File: src/rtl/alu_seq_if.sv
// Issue/response bundle between Decode/hazard logic and the execute-stage ALU.
// The master drives operands and control; the slave returns ready/valid and the result.
interface alu_seq_if #(
  parameter int WIDTH = 32
);
  logic             startE;
  logic [4:0]       opE;
  logic [WIDTH-1:0] aIn;
  logic [WIDTH-1:0] bIn;
  logic [WIDTH-1:0] accIn;
  logic             shifterCarryIn;
  logic [3:0]       flagsIn;
  logic             setFlagsE;
  logic             flush;
  logic             ready;
  logic             valid;
  logic [WIDTH-1:0] Result;
  logic [3:0]       Flags;
  logic             doNotWriteReg;

  modport master (
    output startE, opE, aIn, bIn, accIn, shifterCarryIn, flagsIn, setFlagsE, flush,
    input  ready, valid, Result, Flags, doNotWriteReg
  );

  modport slave (
    input  startE, opE, aIn, bIn, accIn, shifterCarryIn, flagsIn, setFlagsE, flush,
    output ready, valid, Result, Flags, doNotWriteReg
  );
endinterface

File: src/rtl/alu_seq.sv
// Execute-stage ALU: 16 ARM data-processing ops in one cycle, MUL/MLA iterative at
// BITS_PER_CYCLE bits per clock; ready drops while a multiply is in flight.
module alu_seq #(
  parameter int WIDTH          = 32,
  parameter int BITS_PER_CYCLE = 2
) (
  input  logic     clk,
  input  logic     reset,
  alu_seq_if.slave bus
);
  localparam int ITER = WIDTH / BITS_PER_CYCLE;
  localparam int CW   = $clog2(ITER + 1);
  localparam int M    = WIDTH - 1;

  typedef enum logic [1:0] {S_IDLE, S_MUL, S_DONE} state_t;

  state_t           state_q, state_d;
  logic [CW-1:0]    cnt_q, cnt_d;
  logic [WIDTH-1:0] mcand_q, mcand_d;
  logic [WIDTH-1:0] mplier_q, mplier_d;
  logic [WIDTH-1:0] acc_q, acc_d;
  logic [WIDTH-1:0] res_q, res_d;
  logic [3:0]       fin_q, fin_d;
  logic [3:0]       flags_q, flags_d;
  logic             sflag_q, sflag_d;
  logic             dnw_q, dnw_d;

  logic             ready;
  logic             issue;
  logic             is_mul;
  logic [WIDTH-1:0] pp;
  logic [WIDTH-1:0] acc_nxt;

  logic [3:0]       code;
  logic             rev, sub, arith, cin, c_o, v_o;
  logic [WIDTH-1:0] op_a, op_b, op_bx;
  logic [WIDTH:0]   sum;
  logic [WIDTH-1:0] alu_res;
  logic [3:0]       alu_flags;
  logic             alu_dnw;

  assign ready  = (state_q == S_IDLE) || (state_q == S_DONE);
  assign is_mul = bus.opE[4] && (bus.opE[3:1] == 3'b000);
  assign issue  = ready && bus.startE && !bus.flush;

  // Single-cycle datapath: operand swap/invert feeding one WIDTH+1 adder.
  always_comb begin
    code  = bus.opE[3:0];
    rev   = (code == 4'd3) || (code == 4'd7);
    op_a  = rev ? bus.bIn : bus.aIn;
    op_b  = rev ? bus.aIn : bus.bIn;
    sub   = code inside {4'd2, 4'd3, 4'd6, 4'd7, 4'd10};
    arith = sub || (code inside {4'd4, 4'd5, 4'd11});
    cin   = 1'b0;
    if (code inside {4'd2, 4'd3, 4'd10})
      cin = 1'b1;
    else if (code inside {4'd5, 4'd6, 4'd7})
      cin = bus.flagsIn[1];
    op_bx = sub ? ~op_b : op_b;
    sum   = {1'b0, op_a} + {1'b0, op_bx} + {{WIDTH{1'b0}}, cin};

    case (code)
      4'd0, 4'd8: alu_res = bus.aIn & bus.bIn;
      4'd1, 4'd9: alu_res = bus.aIn ^ bus.bIn;
      4'd12:      alu_res = bus.aIn | bus.bIn;
      4'd13:      alu_res = bus.bIn;
      4'd14:      alu_res = bus.aIn & ~bus.bIn;
      4'd15:      alu_res = ~bus.bIn;
      default:    alu_res = sum[WIDTH-1:0];
    endcase

    if (arith) begin
      c_o = sum[WIDTH];
      v_o = sub ? ((op_a[M] ^ op_b[M]) & (op_a[M] ^ sum[M]))
                : (~(op_a[M] ^ op_b[M]) & (op_a[M] ^ sum[M]));
    end else begin
      c_o = bus.shifterCarryIn;
      v_o = bus.flagsIn[0];
    end

    alu_flags = bus.setFlagsE ? {alu_res[M], (alu_res == '0), c_o, v_o} : bus.flagsIn;
    alu_dnw   = code inside {4'd8, 4'd9, 4'd10, 4'd11};

    // MUL/MLA never take this path, so any bit4 code seen here is reserved.
    if (bus.opE[4]) begin
      alu_res   = '0;
      alu_flags = bus.flagsIn;
      alu_dnw   = 1'b1;
    end
  end

  always_comb begin
    pp = '0;
    for (int i = 0; i < BITS_PER_CYCLE; i++)
      if (mplier_q[i]) pp = pp + (mcand_q << i);
    acc_nxt = acc_q + pp;
  end

  always_ff @(posedge clk or negedge reset) begin
    if (!reset) state_q <= S_IDLE;
    else        state_q <= state_d;
  end

  always_comb begin
    state_d = state_q;
    if (bus.flush) begin
      state_d = S_IDLE;
    end else begin
      case (state_q)
        S_IDLE, S_DONE: begin
          if (bus.startE) state_d = is_mul ? S_MUL : S_DONE;
          else            state_d = S_IDLE;
        end
        S_MUL:   if (cnt_q == CW'(1)) state_d = S_DONE;
        default: state_d = S_IDLE;
      endcase
    end
  end

  // Multiplicand shifts left each step instead of tracking a separate shift amount.
  always_comb begin
    cnt_d    = cnt_q;
    mcand_d  = mcand_q;
    mplier_d = mplier_q;
    acc_d    = acc_q;
    res_d    = res_q;
    fin_d    = fin_q;
    flags_d  = flags_q;
    sflag_d  = sflag_q;
    dnw_d    = dnw_q;
    if (bus.flush) begin
      cnt_d = '0;
    end else if (issue) begin
      fin_d   = bus.flagsIn;
      sflag_d = bus.setFlagsE;
      if (is_mul) begin
        mcand_d  = bus.aIn;
        mplier_d = bus.bIn;
        acc_d    = bus.opE[0] ? bus.accIn : '0;
        cnt_d    = CW'(ITER);
      end else begin
        res_d   = alu_res;
        flags_d = alu_flags;
        dnw_d   = alu_dnw;
      end
    end else if (state_q == S_MUL) begin
      mcand_d  = mcand_q << BITS_PER_CYCLE;
      mplier_d = mplier_q >> BITS_PER_CYCLE;
      acc_d    = acc_nxt;
      cnt_d    = cnt_q - CW'(1);
      if (cnt_q == CW'(1)) begin
        res_d   = acc_nxt;
        flags_d = sflag_q ? {acc_nxt[M], (acc_nxt == '0), fin_q[1:0]} : fin_q;
        dnw_d   = 1'b0;
      end
    end
  end

  always_ff @(posedge clk or negedge reset) begin
    if (!reset) begin
      cnt_q    <= '0;
      mcand_q  <= '0;
      mplier_q <= '0;
      acc_q    <= '0;
      res_q    <= '0;
      fin_q    <= '0;
      flags_q  <= '0;
      sflag_q  <= 1'b0;
      dnw_q    <= 1'b0;
    end else begin
      cnt_q    <= cnt_d;
      mcand_q  <= mcand_d;
      mplier_q <= mplier_d;
      acc_q    <= acc_d;
      res_q    <= res_d;
      fin_q    <= fin_d;
      flags_q  <= flags_d;
      sflag_q  <= sflag_d;
      dnw_q    <= dnw_d;
    end
  end

  assign bus.ready         = ready;
  assign bus.valid         = (state_q == S_DONE);
  assign bus.Result        = res_q;
  assign bus.Flags         = flags_q;
  assign bus.doNotWriteReg = dnw_q;
endmodule

File: src/flat_wrapper.sv
// flat-port wrapper written by rule: the top's interface ports become plain ports
module alu_seq_flat 
#(
  parameter int WIDTH          = 32,
  parameter int BITS_PER_CYCLE = 2
)
  (clk, reset, bus_startE, bus_opE, bus_aIn, bus_bIn, bus_accIn, bus_shifterCarryIn, bus_flagsIn, bus_setFlagsE, bus_flush, bus_ready, bus_valid, bus_Result, bus_Flags, bus_doNotWriteReg);
  alu_seq_if #(.WIDTH(WIDTH)) bus_i ();
  input  logic clk;
  input  logic reset;
  input wire logic [$bits(bus_i.startE)-1:0] bus_startE;
  input wire logic [$bits(bus_i.opE)-1:0] bus_opE;
  input wire logic [$bits(bus_i.aIn)-1:0] bus_aIn;
  input wire logic [$bits(bus_i.bIn)-1:0] bus_bIn;
  input wire logic [$bits(bus_i.accIn)-1:0] bus_accIn;
  input wire logic [$bits(bus_i.shifterCarryIn)-1:0] bus_shifterCarryIn;
  input wire logic [$bits(bus_i.flagsIn)-1:0] bus_flagsIn;
  input wire logic [$bits(bus_i.setFlagsE)-1:0] bus_setFlagsE;
  input wire logic [$bits(bus_i.flush)-1:0] bus_flush;
  output wire logic [$bits(bus_i.ready)-1:0] bus_ready;
  output wire logic [$bits(bus_i.valid)-1:0] bus_valid;
  output wire logic [$bits(bus_i.Result)-1:0] bus_Result;
  output wire logic [$bits(bus_i.Flags)-1:0] bus_Flags;
  output wire logic [$bits(bus_i.doNotWriteReg)-1:0] bus_doNotWriteReg;
  assign bus_i.startE = bus_startE;
  assign bus_i.opE = bus_opE;
  assign bus_i.aIn = bus_aIn;
  assign bus_i.bIn = bus_bIn;
  assign bus_i.accIn = bus_accIn;
  assign bus_i.shifterCarryIn = bus_shifterCarryIn;
  assign bus_i.flagsIn = bus_flagsIn;
  assign bus_i.setFlagsE = bus_setFlagsE;
  assign bus_i.flush = bus_flush;
  assign bus_ready = bus_i.ready;
  assign bus_valid = bus_i.valid;
  assign bus_Result = bus_i.Result;
  assign bus_Flags = bus_i.Flags;
  assign bus_doNotWriteReg = bus_i.doNotWriteReg;
  alu_seq #(.WIDTH(WIDTH), .BITS_PER_CYCLE(BITS_PER_CYCLE)) u_core (.clk(clk), .reset(reset), .bus(bus_i));
endmodule
File: config.mk
export PLATFORM = sky130hd
export DESIGN_NAME = alu_seq_flat
export DESIGN_NICKNAME = d
export VERILOG_FILES = /design/src/rtl/alu_seq_if.sv /design/src/rtl/alu_seq.sv /design/src/flat_wrapper.sv
export SDC_FILE = /design/constraint.sdc
export NUM_CORES = 1
export LEC_CHECK = 0
export BUFFER_PORTS_ARGS = -buffer_cell sky130_fd_sc_hd__buf_2
export CAP_MARGIN = 0
export CORE_ASPECT_RATIO = 1.2
export CORE_MARGIN = 2
export CORE_UTILIZATION = 55
export CTS_CLUSTER_DIAMETER = 100
export DETAILED_ROUTE_END_ITERATION = 10
export MAX_ROUTING_LAYER = met4
export PLACE_DENSITY = 0.78
export RECOVER_POWER = 100
export SYNTH_ARGS = -nofsm -noshare
export SYNTH_HDL_FRONTEND = slang
export SYNTH_SLANG_ARGS = --single-unit
File: constraint.sdc
create_clock -name clk -period 5.51 [get_ports clk]
set_input_delay 0.551 -clock clk [delete_from_list [all_inputs] [get_ports clk]]
set_output_delay 0.551 -clock clk [all_outputs]
set_load 0.01 [all_outputs]
# Yosys cells after proc, flatten, opt, wreduce, memory -nomap -nowiden
# Index checks and enable logic that the tools add are counted.
[word_totals]
in_bits = 111
register_bits = 145
output_inout_bits = 39
[op_classes]
n_eq_ne = 22
bitwise_logic = 12
add_sub_neg = 5
n_mux = 47
reduce_logical = 27
[ops]
columns = ["cell", "n"]
rows = [
  ["32-bit two-way mux", 20],
  ["32-bit case mux with 6 select lines", 1],
  ["32-bit adder", 2],
  ["32-bit AND", 2],
  ["32-bit zero test", 2],
  ["32-bit inverter", 2],
  ["32-bit by 32-bit adder with 33-bit output", 1],
  ["33-bit by 1-bit adder with 33-bit output", 1],
  ["4-bit equality test (second input constant)", 8],
  ["32-bit OR", 1],
  ["32-bit bitwise XOR", 1],
  ["4-bit two-way mux", 7],
  ["5-bit two-way mux", 4],
  ["4-bit by 3-bit equality test with 1-bit output (second input constant)", 4],
  ["3-bit nonzero test", 4],
  ["1-bit two-way mux", 10],
  ["4-bit by 2-bit equality test with 1-bit output (second input constant)", 2],
  ["2-bit two-way mux", 4],
  ["2-bit OR reduction", 3],
  ["5-bit by 1-bit equality test with 1-bit output (second input constant)", 1],
  ["5-bit nonzero test", 1],
  ["5-bit by 1-bit subtractor with 5-bit output (second input constant)", 1],
  ["4-bit by 1-bit equality test with 1-bit output (second input constant)", 1],
  ["4-bit zero test", 1],
  ["other kinds (19)", 29],
]

# Depth between registers and ports, before layout
[depth]
depth_word = 15
ltp_mapped = 27
mapped_depth_nobuf = 26

# Least setup slack after synthesis
# No wires, ideal clock.
[synth_timing]
path_type = "input to register"
start = "input port bus_opE[2]"
end = "register u_core.flags_q[2] (netlist: u_core.bus.Flags[2])"
setup_slack_ns = -0.344
n_path_buf = 6
cell_stages = 23
t_required_ns = 5.444
t_arrival_ns = 5.788
path_cell_list = "clkbuf_1 -> buf_2 -> buf_1 -> clkbuf_1 -> clkbuf_1 -> o21ai_0 -> nand2_1 -> buf_1 -> xnor2_1 -> fa_1 -> inv_1 -> fa_1 -> a21o_1 -> a221o_1 -> o211a_2 -> a21oi_1 -> o21ai_1 -> a221oi_1 -> xnor2_1 -> a2111o_1 -> nor4_1 -> nand4_1 -> nand2_1"
[synth_via]
elab_chain_len = 13
[synth_rtl]
columns = ["item", "line_no", "source"]
rows = [
  ["start, declared", "flat_wrapper.sv:12", "input wire logic [$bits(bus_i.opE)-1:0] bus_opE;"],
  ["4-bit by 2-bit equality test with 1-bit output or 4-bit by 3-bit equality test with 1-bit output (tied branches)", "--", ""],
  ["1-bit logical OR", "alu_seq.sv:49", "rev = (code == 4'd3) || (code == 4'd7);"],
  ["32-bit two-way mux", "alu_seq.sv:51", "op_b = rev ? bus.aIn : bus.bIn;"],
  ["32-bit inverter", "alu_seq.sv:59", "op_bx = sub ? ~op_b : op_b;"],
  ["32-bit two-way mux", "alu_seq.sv:59", ""],
  ["32-bit by 32-bit adder with 33-bit output", "alu_seq.sv:60", "sum = {1'b0, op_a} + {1'b0, op_bx} + {{WIDTH{1'b0}}, cin};"],
  ["33-bit by 1-bit adder with 33-bit output", "alu_seq.sv:60", ""],
  ["32-bit case mux with 6 select lines", "alu_seq.sv:62", "case (code)"],
  ["32-bit zero test", "alu_seq.sv:81", "alu_flags = bus.setFlagsE ? {alu_res[M], (alu_res == '0), c_o, v_o} : bus.flagsIn;"],
  ["4-bit two-way mux", "alu_seq.sv:81", ""],
  ["4-bit two-way mux", "alu_seq.sv:85", "if (bus.opE[4]) begin"],
  ["4-bit two-way mux", "alu_seq.sv:136", "if (is_mul) begin"],
  ["4-bit two-way mux", "alu_seq.sv:133", "end else if (issue) begin"],
  ["end signal, assigned", "alu_seq.sv:177", "flags_q <= flags_d;"],
  ["end, declared", "alu_seq.sv:24", "logic [3:0] flags_q, flags_d;"],
]
# Parallel ways exist; a longest one is shown, timed or not. The select of a mux whose other input is x is not followed.
# A chain may end at the register's enable or synchronous reset.

# Final worst setup path
[layout_timing]
start = "register u_core.state_q[0]"
end = "register u_core.mcand_q[6]"
[layout_via]
elab_chain_len = 6
[layout_rtl]
columns = ["item", "line_no", "source"]
rows = [
  ["start, declared", "alu_seq.sv:17", "state_t state_q, state_d;"],
  ["start signal, assigned", "alu_seq.sv:101", "else state_q <= state_d;"],
  ["2-bit equality test or 2-bit zero test (tied branches)", "alu_seq.sv:42", "assign ready = (state_q == S_IDLE) || (state_q == S_DONE);"],
  ["1-bit logical OR", "alu_seq.sv:42", ""],
  ["1-bit logical AND (2 in series)", "alu_seq.sv:44", "assign issue = ready && bus.startE && !bus.flush;"],
  ["2-bit != test (no source line) or 2-bit nonzero test (tied branches)", "--", ""],
  ["3-bit AND reduction (no source line)", "--", ""],
  ["end signal, assigned", "alu_seq.sv:172", "mcand_q <= mcand_d;"],
  ["end, declared", "alu_seq.sv:19", "logic [WIDTH-1:0] mcand_q, mcand_d;"],
]
# Parallel ways exist; a longest one is shown, timed or not.

==> results.sh <==
export IMPL_status="complete, but fails checks"
export IMPL_violations="max-capacitance violations, max-slew violations"
export IMPL_tns_ps=0
export IMPL_tightestPinTransition_ps=2620
export IMPL_antenna_found_initial=1
export IMPL_worstPathMaxFanout=90
export IMPL_dieArea_sq_mm=0.0300
export IMPL_drtIter0Drc=1530
export IMPL_numCtsBuffers=17
export IMPL_vias=17500
export IMPL_area_growth_syn_to_layout_pct=19.5
export IMPL_layout_commonest_cell="nand2_1"
export IMPL_die_h_um=189
export IMPL_ys_seq_area_share_pct=23.0
export IMPL_dp_hpwl_mm=42.1
export IMPL_hold_violations=0
export IMPL_io_buffers=149
export IMPL_synth_seq_cells=145
export IMPL_wl_per_cell_um=20.4
export IMPL_worstSetupPathType="reg -> reg"
export IMPL_dr_pass1_iters=8
export IMPL_synth_cells=2166
export IMPL_leakage_nw=8.56
export IMPL_drc=0
export IMPL_start_util_pct=56.1
export IMPL_syn_area_per_cell_sq_um=7.27
export IMPL_slew_violations=284
export IMPL_required_ps=5860
export IMPL_cts_buffer_depth=2
export IMPL_cts_root_buf="clkbuf_16"
export IMPL_final_util_pct=67.0
export IMPL_ys_types=82
export IMPL_clk_pin_slew_ps=70
export IMPL_power_mw=12.6
export IMPL_cts_sinks=145
export IMPL_nets=2610
export IMPL_grt_usage_pct=38.4
export IMPL_synthesis_area_sq_mm=0.0158
export IMPL_first_global_vias=16300
export IMPL_worst_setup_path_start_kind="register"
export IMPL_gp_congestion=1.02
export IMPL_core_sq_mm=0.0281
export IMPL_grt_max_degree=104
export IMPL_yosys_warnings=0
export IMPL_powerDensity_mw_per_mm2=670
export IMPL_ys_async_sr_fraction_pct=100
export IMPL_die_width_um=158
export IMPL_via_per_inst=6.33
export IMPL_wirelength_mm=56.3
export IMPL_cp_end_kind="register"
export IMPL_synth_edf_count=0
export IMPL_postRouteAntennaNets=0
export IMPL_final_cell_mix="nand2_1, nor2_1, a21oi_1, buf_4, dfrtp_1"
export IMPL_drive_gt1_share_pct=17.4
export IMPL_max_cap_viol_count=5
export IMPL_clkLatencyLatePin_ps=440
export IMPL_cts_tree="built"
export IMPL_overflow=0
export IMPL_clock_fmax_mhz=188
export IMPL_irDropWorstVdd_mv=0.452
export IMPL_fin_crit_ps=5330
export IMPL_crit_arrival_ps=5680
export IMPL_ios=150
export IMPL_hp_class="in -> reg"
export IMPL_syn_nets=2407
export IMPL_grt_first_pass_wirelength_mm=87.8
export IMPL_synthFlopType="dfrtp_1"
export IMPL_finalCritPeriodShare_pct=96.7
export IMPL_relSlewSlack_pct=-74.7
export IMPL_setup_viol=0
export IMPL_cts_hold_buffers_added=0
export IMPL_htree_levels=4
export IMPL_finClkSkew_ps=8.71
export IMPL_rows=67
-- per-layer routing --
layer  part of all wire (%)  vias up  track usage, %
li1                       -     8267               -
met1                     43     8234            51.7
met2                     45      833            58.9
met3                    7.8      154            4.10
met4                    4.2        0            15.6
met5                      0        -               -
-- cell type report --
| cell class | count | area (sq um) |
|---|---|---|
| Antenna cell | 1 | 2.50 |
| Clock buffer | 19 | 433 |
| Clock inverter | 13 | 233 |
| Fill cell | 2428 | 9270 |
| Inverter | 98 | 368 |
| Multi-Input combinational cell | 1786 | 11700 |
| Sequential cell | 145 | 3630 |
| Tap cell | 379 | 474 |
| Timing Repair Buffer | 321 | 1990 |
-- Yosys cell counts, types with 14 or more instances --
cell type / n / area share (%)
nor3_1: 32 / 1.0
a22oi_1: 18 / 0.86
mux2_2: 24 / 1.7
o22ai_1: 27 / 1.1
nor2b_1: 15 / 0.60
nor2_1: 229 / 5.5
and2_1: 51 / 2.0
nand2_1: 315 / 7.5
o21ai_1: 25 / 0.79
and3_1: 14 / 0.56
nand3_1: 37 / 1.2
a221oi_1: 16 / 0.89
xor2_1: 47 / 2.6
buf_1: 24 / 0.57
a21o_1: 45 / 2.1
o21a_1: 21 / 1.0
dfrtp_1: 145 / 23
o211ai_1: 18 / 0.86
clkbuf_1: 109 / 2.6
o21ai_0: 113 / 3.6
inv_1: 98 / 2.3
xnor2_1: 50 / 2.8
ha_1: 126 / 10
a211oi_1: 35 / 1.7
a31oi_1: 94 / 3.7
a21oi_1: 178 / 5.7
nand2b_1: 19 / 0.75
-- kinds of logic (layout without fill, tap and decap cells) --
group,Yosys count,in the layout,synth area share [%]
compound gates,713,713,29.3
xor+xnor,98,98,5.54
buf+inv,235,451,5.67
fa+ha+maj,130,130,10.5
flops,145,145,23.0
simple gates,809,809,23.5
mux,36,36,2.48
other cells,0,1,0
-- registers in the layout, indices dropped and copies added (netlist names) --
name                      flops
u_core.fin_q                  4
u_core.mcand_q               32
u_core.cnt_q                  5
u_core.acc_q                 32
u_core.sflag_q                1
u_core.bus.doNotWriteReg      1
u_core.bus.Flags              4
u_core.mplier_q              32
u_core.state_q                2
u_core.bus.Result            32
-- worst max-delay path, cell delays in order (launching register included) --
cell,delay (ps)
dfrtp_1,450
nor3b_1,1110
buf_12,440
nand2_1,270
clkbuf_1,380
nand2_1,1390
dlymetal6s2s_1,860
nor2_1,100
a31oi_1,200
-- where the power goes --
part | switching (mW) | internal (mW)
Combinational | 5.17 | 4.27
Clock | 0.503 | 0.852
Sequential | 0.332 | 1.48
-- timing repair --
item | CTS | global route
pin swaps | 7 | 43
resized for setup | 16 | 72
setup buffers | 5 | 8
setup endpoints to repair | 9 | 16
endpoints found under the hold margin | 0 | 0
-- through the flow --
| step | hold slack, ps | area (sq um) | setup WS, ps | cells |
|---|---|---|---|---|
| finish | 338 | 18800 | 179 | 2762 |
| global route | 329 | 18800 | -66.4 | 2762 |
| CTS | 252 | 18500 | 21.2 | 2753 |
| detailed placement | 466 | 17800 | -367 | 2716 |
| global placement | 454 | 17800 | -266 | 2716 |
| floorplan | 255 | 15800 | 61.5 | 2166 |
-- path summary, 6_finish.rpt --
| kind | start | slack, ps | depth (start not counted) | endpoint |
|---|---|---|---|---|
| worst max-delay path | u_core.state_q[0]$_DFFE_PN0P_ | 180 | 8 | u_core.mcand_q[6]$_DFFE_PN0P_ |
| worst min-delay path | bus_flagsIn[0] | 340 | 3 | u_core.fin_q[0]$_DFFE_PN0P_ |
| worst max register to register | u_core.state_q[0]$_DFFE_PN0P_ | 180 | 8 | u_core.mcand_q[6]$_DFFE_PN0P_ |
| worst min register to register | u_core.fin_q[1]$_DFFE_PN0P_ | 480 | 2 | u_core.fin_q[1]$_DFFE_PN0P_ |
| max in group asynchronous | reset | 1090 | 2 | u_core.mplier_q[0]$_DFFE_PN0P_ |
| min in group asynchronous | reset | 920 | 1 | u_core.mplier_q[26]$_DFFE_PN0P_ |
Power figures use the tool's default switching activity.
